--- config.mk ---
export PLATFORM = sky130hd
export DESIGN_NAME = l2_tag_ctrl
export DESIGN_NICKNAME = d
export VERILOG_FILES = /design/src/rtl/l2_pkg.sv /design/src/rtl/l2_victim_sel.sv /design/src/rtl/l2_tag_ctrl.sv
export SDC_FILE = /design/constraint.sdc
export NUM_CORES = 1
export LEC_CHECK = 0
export CAP_MARGIN = 10
export CORE_MARGIN = 4
export CORE_UTILIZATION = 45
export DETAILED_ROUTE_END_ITERATION = 8
export GPL_TIMING_DRIVEN = 0
export PLACE_DENSITY = 0.86
export SYNTH_ARGS = -nofsm -noshare
export SYNTH_HDL_FRONTEND = slang
export SYNTH_HIERARCHICAL = 1
export SYNTH_SLANG_ARGS = --single-unit
export TNS_END_PERCENT = 5
--- constraint.sdc ---
create_clock -name clk -period 3.7 [get_ports clk]
set_input_delay 0.74 -clock clk [delete_from_list [all_inputs] [get_ports clk]]
set_output_delay 0.74 -clock clk [all_outputs]
set_load 0.01 [all_outputs]
--- src/rtl/l2_pkg.sv ---
// Shared definitions for the L2 tag-lookup controller:
// strobe levels, FSM encodings and address field slices.
package l2_pkg;

    localparam int L2_TAG_W = 17;
    localparam int L2_IDX_W = 9;
    localparam int L2_OFF_W = 6;

    localparam logic WRITE   = 1'b1;
    localparam logic READ    = 1'b0;
    localparam logic ENABLE  = 1'b1;
    localparam logic DISABLE = 1'b0;

    typedef enum logic [2:0] {
        IDLE     = 3'd0,
        COMPARE  = 3'd1,
        WB       = 3'd2,
        REFILL   = 3'd3,
        TAG_WR   = 3'd4,
        WAIT_CMP = 3'd5
    } l2_state_e;

    function automatic logic [L2_TAG_W-1:0] L2_TAG(input logic [31:0] addr);
        return addr[31 -: L2_TAG_W];
    endfunction

    function automatic logic [L2_IDX_W-1:0] L2_IDX(input logic [31:0] addr);
        return addr[L2_OFF_W +: L2_IDX_W];
    endfunction

endpackage

--- src/rtl/l2_victim_sel.sv ---
// Miss victim choice: lowest invalid way first,
// otherwise the tree-PLRU way read from the tag RAM.
module l2_victim_sel
    import l2_pkg::*;
(
    input  logic [3:0] valid,
    input  logic [2:0] plru,
    output logic [1:0] way
);

    always_comb begin
        way = 2'd0;
        priority case (1'b1)
            !valid[0]: way = 2'd0;
            !valid[1]: way = 2'd1;
            !valid[2]: way = 2'd2;
            !valid[3]: way = 2'd3;
            default:   way = plru[0] ? (plru[2] ? 2'd3 : 2'd2)
                                     : (plru[1] ? 2'd1 : 2'd0);
        endcase
    end

endmodule

--- src/rtl/l2_tag_ctrl.sv ---
// L2 tag-lookup controller: compare, victim pick, write-back /
// refill handshakes and tag commit toward the tag RAM.
module l2_tag_ctrl
    import l2_pkg::*;
#(
    parameter int TAG_W = L2_TAG_W,
    parameter int IDX_W = L2_IDX_W,
    parameter int OFF_W = L2_OFF_W
) (
    input  logic             clk,
    input  logic             rst,
    input  logic             l2_req,
    input  logic [31:0]      l2_addr,
    input  logic             l2_we,
    output logic             l2_busy,
    output logic             l2_done,
    output logic             l2_hit,
    output logic [1:0]       l2_way,
    output logic [IDX_W-1:0] l2_index,
    output logic             l2_block0_rw,
    output logic             l2_block1_rw,
    output logic             l2_block2_rw,
    output logic             l2_block3_rw,
    output logic [TAG_W:0]   l2_tag_wd,
    output logic             l2_dirty_wd,
    input  logic [TAG_W:0]   l2_tag0_rd,
    input  logic [TAG_W:0]   l2_tag1_rd,
    input  logic [TAG_W:0]   l2_tag2_rd,
    input  logic [TAG_W:0]   l2_tag3_rd,
    input  logic             l2_dirty0,
    input  logic             l2_dirty1,
    input  logic             l2_dirty2,
    input  logic             l2_dirty3,
    input  logic [2:0]       plru,
    input  logic             l2_complete,
    output logic             mem_wb_req,
    output logic [31:0]      mem_wb_addr,
    input  logic             mem_wb_ack,
    output logic             mem_rd_req,
    output logic [31:0]      mem_rd_addr,
    input  logic             mem_rd_ack
);

    l2_state_e state, state_nx;

    logic [TAG_W-1:0] req_tag;
    logic [TAG_W-1:0] vic_tag;
    logic [IDX_W-1:0] req_idx;
    logic             req_we;
    logic             hit_q;
    logic [1:0]       way_q;
    logic [TAG_W:0]   tag_wd_q;
    logic             dirty_wd_q;

    logic [TAG_W:0]   tag_rd [4];
    logic [3:0]       dirty_rd;
    logic [3:0]       valid_rd;
    logic [3:0]       hit_vec;
    logic [1:0]       hit_way;
    logic [1:0]       vic_way;
    logic             hit_any;
    logic             vic_wb;
    logic             wr_en;
    logic             unused_off;

    assign tag_rd[0] = l2_tag0_rd;
    assign tag_rd[1] = l2_tag1_rd;
    assign tag_rd[2] = l2_tag2_rd;
    assign tag_rd[3] = l2_tag3_rd;
    assign dirty_rd  = {l2_dirty3, l2_dirty2, l2_dirty1, l2_dirty0};

    always_comb begin
        valid_rd = '0;
        hit_vec  = '0;
        for (int i = 0; i < 4; i++) begin
            valid_rd[i] = tag_rd[i][TAG_W];
            hit_vec[i]  = tag_rd[i][TAG_W] &&
                          (tag_rd[i][TAG_W-1:0] == req_tag);
        end
    end

    always_comb begin
        hit_way = 2'd0;
        priority case (1'b1)
            hit_vec[0]: hit_way = 2'd0;
            hit_vec[1]: hit_way = 2'd1;
            hit_vec[2]: hit_way = 2'd2;
            hit_vec[3]: hit_way = 2'd3;
            default:    hit_way = 2'd0;
        endcase
    end

    assign hit_any = |hit_vec;

    l2_victim_sel u_victim (
        .valid (valid_rd),
        .plru  (plru),
        .way   (vic_way)
    );

    assign vic_wb = valid_rd[vic_way] & dirty_rd[vic_way];

    always_ff @(posedge clk or posedge rst) begin
        if (rst) state <= IDLE;
        else     state <= state_nx;
    end

    always_comb begin
        state_nx = state;
        unique case (state)
            IDLE:     if (l2_req) state_nx = COMPARE;
            COMPARE: begin
                if (hit_any)     state_nx = TAG_WR;
                else if (vic_wb) state_nx = WB;
                else             state_nx = REFILL;
            end
            WB:       if (mem_wb_ack) state_nx = REFILL;
            REFILL:   if (mem_rd_ack) state_nx = TAG_WR;
            TAG_WR:   state_nx = WAIT_CMP;
            WAIT_CMP: if (l2_complete) state_nx = IDLE;
            default:  state_nx = IDLE;
        endcase
    end

    always_ff @(posedge clk or posedge rst) begin
        if (rst) begin
            req_tag    <= '0;
            req_idx    <= '0;
            req_we     <= 1'b0;
            hit_q      <= 1'b0;
            way_q      <= 2'd0;
            vic_tag    <= '0;
            tag_wd_q   <= '0;
            dirty_wd_q <= 1'b0;
        end else begin
            unique case (state)
                IDLE: if (l2_req) begin
                    req_tag <= L2_TAG(l2_addr);
                    req_idx <= L2_IDX(l2_addr);
                    req_we  <= l2_we;
                end
                COMPARE: begin
                    tag_wd_q <= {1'b1, req_tag};
                    hit_q    <= hit_any;
                    if (hit_any) begin
                        way_q      <= hit_way;
                        dirty_wd_q <= dirty_rd[hit_way] | req_we;
                    end else begin
                        way_q   <= vic_way;
                        vic_tag <= tag_rd[vic_way][TAG_W-1:0];
                    end
                end
                REFILL:  dirty_wd_q <= req_we;
                default: ;
            endcase
        end
    end

    assign wr_en        = (state == TAG_WR);
    assign l2_block0_rw = (wr_en && way_q == 2'd0) ? WRITE : READ;
    assign l2_block1_rw = (wr_en && way_q == 2'd1) ? WRITE : READ;
    assign l2_block2_rw = (wr_en && way_q == 2'd2) ? WRITE : READ;
    assign l2_block3_rw = (wr_en && way_q == 2'd3) ? WRITE : READ;

    assign l2_busy     = (state != IDLE);
    assign l2_done     = (state == WAIT_CMP) && l2_complete;
    assign l2_hit      = hit_q;
    assign l2_way      = way_q;
    assign l2_tag_wd   = tag_wd_q;
    assign l2_dirty_wd = dirty_wd_q;
    assign l2_index    = (state == IDLE) ? L2_IDX(l2_addr) : req_idx;

    assign mem_wb_req  = (state == WB) ? ENABLE : DISABLE;
    assign mem_rd_req  = (state == REFILL) ? ENABLE : DISABLE;
    assign mem_wb_addr = {vic_tag, req_idx, {OFF_W{1'b0}}};
    assign mem_rd_addr = {req_tag, req_idx, {OFF_W{1'b0}}};

    // line offset never reaches the tag path
    assign unused_off = ^l2_addr[OFF_W-1:0];

endmodule

==> results.rst <==
.. list-table::
   :header-rows: 1

   * - Metric
     - Value
   * - Global-route wire length before repair
     - approximately 23000 microns
   * - Average size of a mapped cell
     - 11.6 sq um
   * - Setup skew after layout
     - about 0.017 ns
   * - Final hold vios
     - 0
   * - Row count
     - 36
   * - Routed length on met1
     - 6070 microns
   * - CTS H-tree depth
     - 3
   * - Maximum ir drop on the vdd rail
     - 0.546 mV
   * - Synth warnings
     - 6
   * - Number of inserted diodes
     - 0
   * - Routed wire length on met2
     - about 7800 microns
   * - Yosys reg bits
     - 69
   * - Maximum operating frequency
     - 288 MHz
   * - Vias in the first global route
     - between 4000 and 5000
   * - Type of origin of the critical path
     - primary input
   * - Power per cell area
     - 789 nW/um^2
   * - Fraction of synthesized cell area taken by the top area cell type
     - a little under two fifths
   * - Y dimension of the die
     - between 100 and 150 microns
   * - Static Leak
     - roughly 2.7 nW
   * - Critical Path Slowest Stage Cell
     - sky130_fd_sc_hd__a311oi_1
   * - Maximum number of buffers from clock root to sink
     - 2
   * - Total wirelength of the detailed-routed design
     - about 16000 microns
   * - Total gr overflow
     - 0
   * - Netlist cell types
     - between 40 and 50
   * - TritonCTS clock tree
     - yes
   * - Library cell occupying the most area in the post-synthesis netlist
     - sky130_fd_sc_hd__dfrtp_1
   * - Total half-perimeter wirelength after legalization and detailed placement
     - roughly 13000 microns
   * - Number of iterations in the first detailed-routing pass
     - 5
   * - Share of flip-flops with an asynchronous set or reset after synthesis
     - 100%
   * - DRC violation count after routing
     - 0
   * - Worst slew margin
     - 39.0%
   * - Endpoint required time on the critical path
     - slightly below 4 ns
   * - Die Width
     - between 100 and 150 microns
   * - Number of clock buffers inserted by TritonCTS
     - 9
   * - Vias
     - between 4000 and 5000
   * - Via-to-Cell Ratio
     - around 5.3
   * - Wire length per cell after detailed routing
     - approximately 20 microns
   * - Overall Global Routing Usage
     - around a quarter
   * - Top cells by area in the synthesized netlist
     - sky130_fd_sc_hd__dfrtp_1 (37%), sky130_fd_sc_hd__mux2_2 (16%), sky130_fd_sc_hd__xnor2_1 (9.8%)
   * - Main synth FF type
     - sky130_fd_sc_hd__dfrtp_1
   * - Routability congestion estimate
     - ~0.91
   * - Top cells by instance count after synthesis
     - sky130_fd_sc_hd__dfrtp_1 (69), sky130_fd_sc_hd__mux2_2 (67), sky130_fd_sc_hd__xnor2_1 (52)
   * - Type of the worst setup path
     - in -> reg
   * - Setup violators final
     - 0
   * - Net Sw Power
     - between 2 and 2.5 mW
   * - Switching share of total power
     - roughly two fifths
   * - Net count reported at finish
     - approximately 740
   * - Total of buffers placed on input and output ports
     - approximately 200
   * - Hold-fix buffers at CTS
     - 0
   * - Top sig layer
     - met4
   * - Number of standard cells in the layout, taps in and fillers out
     - 761
   * - Post-synth EDFFs
     - 0
   * - Worst stage delay on the critical path
     - roughly 0.74 ns
   * - # Max-Cap Violations
     - 0
   * - Sequential cell area fraction in the yosys report
     - about 37%
   * - Clk Tree Root Cell
     - sky130_fd_sc_hd__clkbuf_8
   * - Cell-by-cell trace of the critical path
     - clkdlybuf4s50_1, and2b_1, a311oi_1, clkbuf_2, mux4_2, mux2_2
   * - Proportion of power drawn by the clock network
     - a little over 10%
   * - Number of antenna violations at the first check in global routing
     - 0
   * - Largest net degree at the start of global routing
     - 70
   * - Clock transition time at the flip-flop clock pins of the worst setup and hold paths
     - 0.08 ns
   * - Number of cells in the design after placement
     - 745
   * - Combinational share of power
     - between 60 and 70%
   * - Post-route setup slack
     - approximately 0.23 ns
   * - Number of standard cells after synthesis
     - between 300 and 400
   * - CP arrival
     - 3.69 ns
   * - Initial Utilization
     - between 40% and 50%
   * - Number of design-rule violations left by the first detailed-router iteration
     - between 200 and 250
   * - I/O pin cnt
     - 221
   * - End-of-flow core utilization
     - ~71%
   * - Dpl ws
     - -0.425 ns
   * - Remaining antenna violation count
     - 0
   * - Source-to-sink clock delay at the later pin of the worst-skew pair
     - 0.34 ns
   * - Critical path peak fanout
     - 10
   * - Class of the tightest hold or removal check
     - reg -> reg
   * - Total internal power
     - approximately 3.4 mW
   * - Slew Viols, Final
     - 0
   * - Seq pwr share
     - approximately 25%
   * - Area growth from synthesis to final layout
     - 52.0%
   * - Final Critical Period
     - ~3.5 ns
   * - Buf/Inv on CP
     - 2
   * - Most common cell in the netlist
     - sky130_fd_sc_hd__dfrtp_1
   * - RSZ-0062 raised after global routing
     - false
   * - Nature of the critical path endpoint
     - flip-flop
   * - Ratio of cells with drive above 1 in the final layout
     - about a quarter
   * - Kind of cell adding the most delay to the critical path
     - buffers and inverters
   * - Fraction of the cycle the final worst path needs
     - between 90 and 100%
   * - Post-synthesis cell area
     - about 4600 sq um
   * - Total Die Area
     - ~12000 sq um
   * - Count of clock tree sinks
     - 69
   * - Met3 Routed Length
     - between 1000 and 1500 microns
   * - Core area
     - 9910 sq um
   * - Transition time at the pin with the least slew margin
     - 0.909 ns
   * - Outcome
     - complete, no violations
[layer usage]
metal	track usage (%)	vias to the layer above
met2	44.7	190
met5	0	-
met3	6.05	22
met1	32.7	1968
met4	6.95	0
li1	-	1854
[worst reg2reg max path, stage by stage (launching register included)]
cell                      delay (ns)
sky130_fd_sc_hd__dfrtp_1        0.39
sky130_fd_sc_hd__buf_4          0.17
sky130_fd_sc_hd__xor2_1         0.31
sky130_fd_sc_hd__nor4_1         0.11
sky130_fd_sc_hd__nand4_1        0.13
sky130_fd_sc_hd__nand2_1        0.15
sky130_fd_sc_hd__nor4_4         0.69
sky130_fd_sc_hd__buf_4          0.33
sky130_fd_sc_hd__mux2_1         0.35
[path summary, 6_finish.rpt]
check	from	endpoint	slack, ns	depth (start not counted)
worst max-delay path	l2_tag2_rd[17]	vic_tag[3]	0.23	6
worst min-delay path	l2_tag_wd[17]	l2_tag_wd[17]	0.48	1
worst max register to register	req_tag[16]	vic_tag[12]	0.95	8
worst min register to register	l2_tag_wd[17]	l2_tag_wd[17]	0.48	1
max in group asynchronous	rst	l2_dirty_wd	2.19	2
min in group asynchronous	rst	req_tag[15]	0.95	2
[kinds of logic after synthesis]
group / count (synthesis) / share of synthesized area [%]
buffers and inverters: 58 / 8.57
and+or+nand+nor: 91 / 11.8
muxes: 92 / 26.4
other: 1 / 0.0810
AOI/OAI and AO/OA: 20 / 3.05
DFF: 69 / 37.3
xor gates and xnor gates: 68 / 12.9
[repair_timing]
item | CTS | global route
setup endpoints to repair | 10 | 3
buffers inserted | 0 | 0
pin swaps | 0 | 0
endpoints found under the hold margin | 0 | 0
gates resized for setup | 1 | 1
[power groups by stage]
| stage | Sequential, mW | Combinational [mW] | Clock, mW |
|---|---|---|---|
| floorplan | 1.54 | 1.84 | 0 |
| global placement | 1.36 | 3.54 | 0 |
| detailed placement | 1.39 | 3.60 | 0 |
| CTS | 1.38 | 3.62 | 0.577 |
| global route | 1.44 | 3.84 | 0.613 |
| finish | 1.38 | 3.61 | 0.565 |
[final cells by class]
cell class	instances	area, sq um
plain buffers	52	377
clock buffers	10	128
clock inverters	6	46.3
fillers	732	2870
inverters	6	25.0
multi-input cells	283	2550
flip-flops and latches	69	1730
well taps	133	166
repair buffers	202	2020
[state kept, by name, summed over array words and instances, names as in the netlist]
register     flops
l2_dirty_wd      1
l2_hit           1
l2_tag_wd       18
l2_way           2
req_idx          9
req_tag         17
req_we           1
state            3
vic_tag         17
[cells in the final DEF, fill, tap and decap left out, drive strengths merged, types with 2 or more instances in the layout]
master / count
clkbuf: 22
mux2: 71
clkdlybuf4s50: 202
nand3: 2
nor2b: 2
nor3: 11
xor2: 16
nand2: 13
nor2: 10
and4b: 2
a21oi: 3
clkinv: 2
nand2b: 2
mux2i: 4
nor4: 6
nand4b: 2
or2: 5
o31ai: 2
mux4: 17
conb: 12
o21ai: 5
buf: 40
dfrtp: 69
inv: 8
nand4: 28
xnor2: 52
o22ai: 2
clkinvlp: 2
nor3b: 4
[stage by stage]
stage | hold WS (ns) | TNS, ns | total power [mW] | area, sq um
after floorplan | 0.473 | 0 | 3.37 | 4670
after global placement | 0.454 | -4.42 | 4.90 | 6860
after detailed placement | 0.455 | -5.09 | 5.00 | 6860
after CTS | 0.479 | 0 | 5.58 | 7040
after global routing | 0.490 | 0 | 5.89 | 7040
final | 0.481 | 0 | 5.55 | 7040
No activity file was read; power rests on OpenSTA's default activity.
==> patch 1 (same flow settings) <==
Set the package constant `ENABLE` to 1'b0 (it was 1'b1).
--- a/src/rtl/l2_pkg.sv
+++ b/src/rtl/l2_pkg.sv
@@ -10,3 +10,3 @@
     localparam logic READ    = 1'b0;
-    localparam logic ENABLE  = 1'b1;
+    localparam logic ENABLE  = 1'b0;
     localparam logic DISABLE = 1'b0;
Behaviour: not the same (Yosys sat finds a counterexample within 4 cycles, from zero or initial values and one cycle with rst high).
==> patch 1 against the unedited design <==
- routed wire length about the same
- combinational power shrank 4%
- sequential cell count is the same
- synthesized area is 0.89% lower
- power fell by 1.7%
- non-clock buffer count rose by 1
- via count is 3.1% higher
- design area decreased by 0.36%
- setup slack improved by 0.11 ns
==> patch 1: results (changes against the unedited design) <==
status=complete, no violations; drt pass-1 iters=4 (-1); pre-CTS setup slack=-0.365 ns (+0.0596 ns); initial DRC count=198 (-18%); Pint=3.27 mW (-3.7%); half-perimeter wire length after placement=12.7 mm (-0.54%); worst path arrival time=3.59 ns (-0.10 ns); maximum VDD drop=0.510 mV (-6.6%); CP max stage delay=0.62 ns (-0.12 ns); vias in the first global route=4396 (+2.4%); pwr dens=779 nW/um2 (-1.3%); Clock power frac=11.7% (+1.5 points); GP Congestion=0.930 (+2.4%); top post-synthesis cells by area=dfrtp_1, mux2_2, xnor2_1; share of cells above drive strength 1=19.2% (-5.0 points); mux contribution to synthesized area=22.5% (-3.9 points); DR vias=4160 (+3.1%); Total Routing Usage GR=26.3% (+0.35 points); Gate Count Post-Synth=438 (+9.8%); Slew HR=41.4% (+2.5 points); Layout Cells excl Fill=800 (+5.1%); Worst Skew=0.0139 ns (-0.00318 ns); first-pass GRT wire length=23.5 mm (about the same); worst-path cell with the longest stage delay=buf_1; P_comb=3.46 mW (-4%); fill count=770 (+5.2%); Synth cell types=45 (-6.3%); synth cell count leaders=dfrtp_1, nand2_1, xnor2_1; dpl cells=784 (+5.2%); Synth Area in Compound Gates=2.81% (-0.25 points)
patch 1: cell count changes after synthesis, sizes merged, moves of 3 or more:
cell	before	now
mux2	71	55
nor2	10	14
nor3	11	8
nand2	13	65
patch 1: per-stage QoR:
| stage | util (%) | hold WS (ns) | TNS, ns | instance area (um2) |
|---|---|---|---|---|
| 2_1_floorplan | - | 0.480 | 0 | 4640 |
| 5_1_grt | 71.1 | 0.513 | 0 | 7010 |
| 6_report | 71.1 | 0.482 | 0 | 7010 |
| 4_1_cts | 71.0 | 0.480 | 0 | 7010 |
| 3_3_place_gp | 69.0 | 0.451 | -4.33 | 6810 |
| 3_5_place_dp | 69.0 | 0.458 | -4.12 | 6810 |
patch 1: metal layers:
layer	up-vias	GRT usage [%]	wire length [um]
li1	1946	-	-
met1	2015	34.7	6430
met2	174	43.3	7650
met3	25	5.03	1070
met4	0	8.93	393
met5	-	0	0
patch 1: final cells by class:
cell class / count / area [um2] / area share (%)
clock buffers: 9 / 124 / 1.77
multi-input cells: 320 / 2550 / 36.4
clock inverters: 7 / 73.8 / 1.05
repair buffers: 200 / 2000 / 28.5
plain buffers: 55 / 338 / 4.82
flip-flops and latches: 69 / 1730 / 24.6
well taps: 133 / 166 / 2.37
inverters: 7 / 28.8 / 0.410
patch 1: final timing paths:
| kind | endpoint | depth (start not counted) | slack (ns) | startpoint |
|---|---|---|---|---|
| min in group asynchronous | l2_tag_wd[1] | 2 | 0.91 | rst |
| setup reg to reg | vic_tag[12] | 8 | 0.91 | req_tag[6] |
| max in group asynchronous | l2_way[0] | 2 | 2.19 | rst |
| hold / removal | l2_tag_wd[17] | 1 | 0.48 | l2_tag_wd[17] |
| setup / recovery | vic_tag[10] | 6 | 0.34 | l2_tag2_rd[17] |
| hold reg to reg | l2_tag_wd[17] | 1 | 0.48 | l2_tag_wd[17] |
==> patch 2 (same settings) <==
Made on the original files. Encoding of `l2_state_e`: now Gray code (3 bits for 6 states).
--- a/src/rtl/l2_pkg.sv
+++ b/src/rtl/l2_pkg.sv
@@ -14,8 +14,8 @@
     typedef enum logic [2:0] {
-        IDLE     = 3'd0,
-        COMPARE  = 3'd1,
-        WB       = 3'd2,
-        REFILL   = 3'd3,
-        TAG_WR   = 3'd4,
-        WAIT_CMP = 3'd5
+        IDLE     = 3'b000,
+        COMPARE  = 3'b001,
+        WB       = 3'b011,
+        REFILL   = 3'b010,
+        TAG_WR   = 3'b110,
+        WAIT_CMP = 3'b111
     } l2_state_e;
Function: no difference found for any inputs over 10 cycles, from zero or initial values and one cycle with rst high; not proved beyond that.
==> patch 2 against the unedited design <==
- setup slack improved by 0.013 ns
- sequential cell count did not move
- maximum frequency rose by 0.37%
- via count rose by 4.7%
- design area rose by 1.6%
- routed wire length rose by 4.3%
- critical path depth rose by 2
- count of clock-buffer cells in the layout did not move
- first-iteration DRC count fell by 12%
- power fell by 2.1%
- synthesized area rose by 2.1%
- synthesized cell count rose by 10%
- critical path type unchanged
- critical endpoint is now state[0]
- highest routed layer unchanged
==> patch 2: results (changes against the unedited design) <==
post-layout util=69.6% (-1.4 points); initial DRC count=212 (-12%); Clock power frac=10.7% (+0.5 points); hold endpoint=l2_tag_wd[15]; Inverters=7 (+1); worst slew pin tran=0.853 ns (-0.0566 ns); final period utilization=93.4% (-0.35 points); Reg2Reg Depth=10 (+2); top post-synthesis cells by area=dfrtp_1, mux2_2, mux4_2; worst-path cell with the longest stage delay=clkdlybuf4s15_1; Total Routing Usage GR=26.6% (+0.68 points); Multi-In Gates=320 (+13%); Reg2Reg Capture Point=vic_tag[1]; Pint=3.29 mW (-3.2%); NumNets Final=781 (+5.4%); vias in the first global route=4607 (+7.3%); Worst Skew=0.0143 ns (-0.00276 ns); worst path arrival time=3.73 ns (+0.04 ns); Largest delay share family, worst path=compound AO/OA/AOI/OAI gates; Non-clock buffers, area share=33.8% (-0.29 points); GP Congestion=0.921 (+1.5%); Buffers excl. clock=256 (+0.79%); hold_ws=0.483 ns (+0.00186 ns); pre-CTS setup slack=-0.173 ns (+0.252 ns); CTS resizes=0 (-1); Hold Startpoint=l2_tag_wd[15]; Hold Path Stages=2 (+1); fraction of area in multi-input gates=36.8% (+0.55 points); sequential fraction of the synthesis area=36.5% (-0.77 points); CP max stage delay=0.76 ns (+0.02 ns); fill count=797 (+8.9%); first-pass GRT wire length=25.5 mm (+9.0%); Gate Count Post-Synth=439 (+10%); share of cells above drive strength 1=22.3% (-1.9 points); average wire per cell in the routed design=20.2 um (-1.3%); Clock buf/inv share=2.54% (+0.066 points); multi-input logic area=2630 um2 (+3.1%); Layout Cells excl Fill=804 (+5.7%); ys async rst share=100% (unchanged); LEAKAGE=2.90 nW (+6.9%); switching power of the nets=2.15 mW (-0.42%); half-perimeter wire length after placement=13.4 mm (+5.3%); P_comb=3.48 mW (-4%); synth cell count leaders=dfrtp_1, nand2_1, mux2_2; drt pass-1 iters=6 (+1); area post-placement=6960 um2 (+1.5%); Area Overhead vs Synth=51.3%; maximum VDD drop=0.573 mV (+5.0%); dpl cells=788 (+5.8%); DR vias=4222 (+4.7%); Yosys reg bits=69 (unchanged); status=complete, no violations; Reg-to-Reg Start=req_tag[11]; setup bufs post-CTS=0 (unchanged); CP Capture Point=state[0]
-- patch 2: changes by cell type after synthesis, sizes merged, moves of 3 or more --
cell | unedited run | this run
or3 | 0 | 3
buf | 41 | 47
nor2 | 10 | 15
xnor2 | 52 | 44
xor2 | 16 | 24
nand4 | 28 | 20
clkbuf | 11 | 7
nor4 | 6 | 10
mux2 | 71 | 54
nand2 | 13 | 64
-- patch 2: cell families (layout without fill, tap and decap cells) --
group	after synthesis	after routing	share of synthesized area, %
mux	74	74	22.3
buf+inv	61	279	8.76
simple gates	145	145	16.0
flops	69	69	36.5
other cells	1	12	0.0793
xor+xnor	68	68	13.1
compound gates	21	21	3.23
-- patch 2: layer usage --
| metal | vias to the layer above | routed length (um) | global-route usage [%] |
|---|---|---|---|
| met2 | 187 | 7930 | 44.5 |
| li1 | 1961 | - | - |
| met1 | 2053 | 6550 | 32.8 |
| met4 | 0 | 393 | 8.70 |
| met3 | 21 | 1330 | 8.22 |
| met5 | - | 0 | 0 |
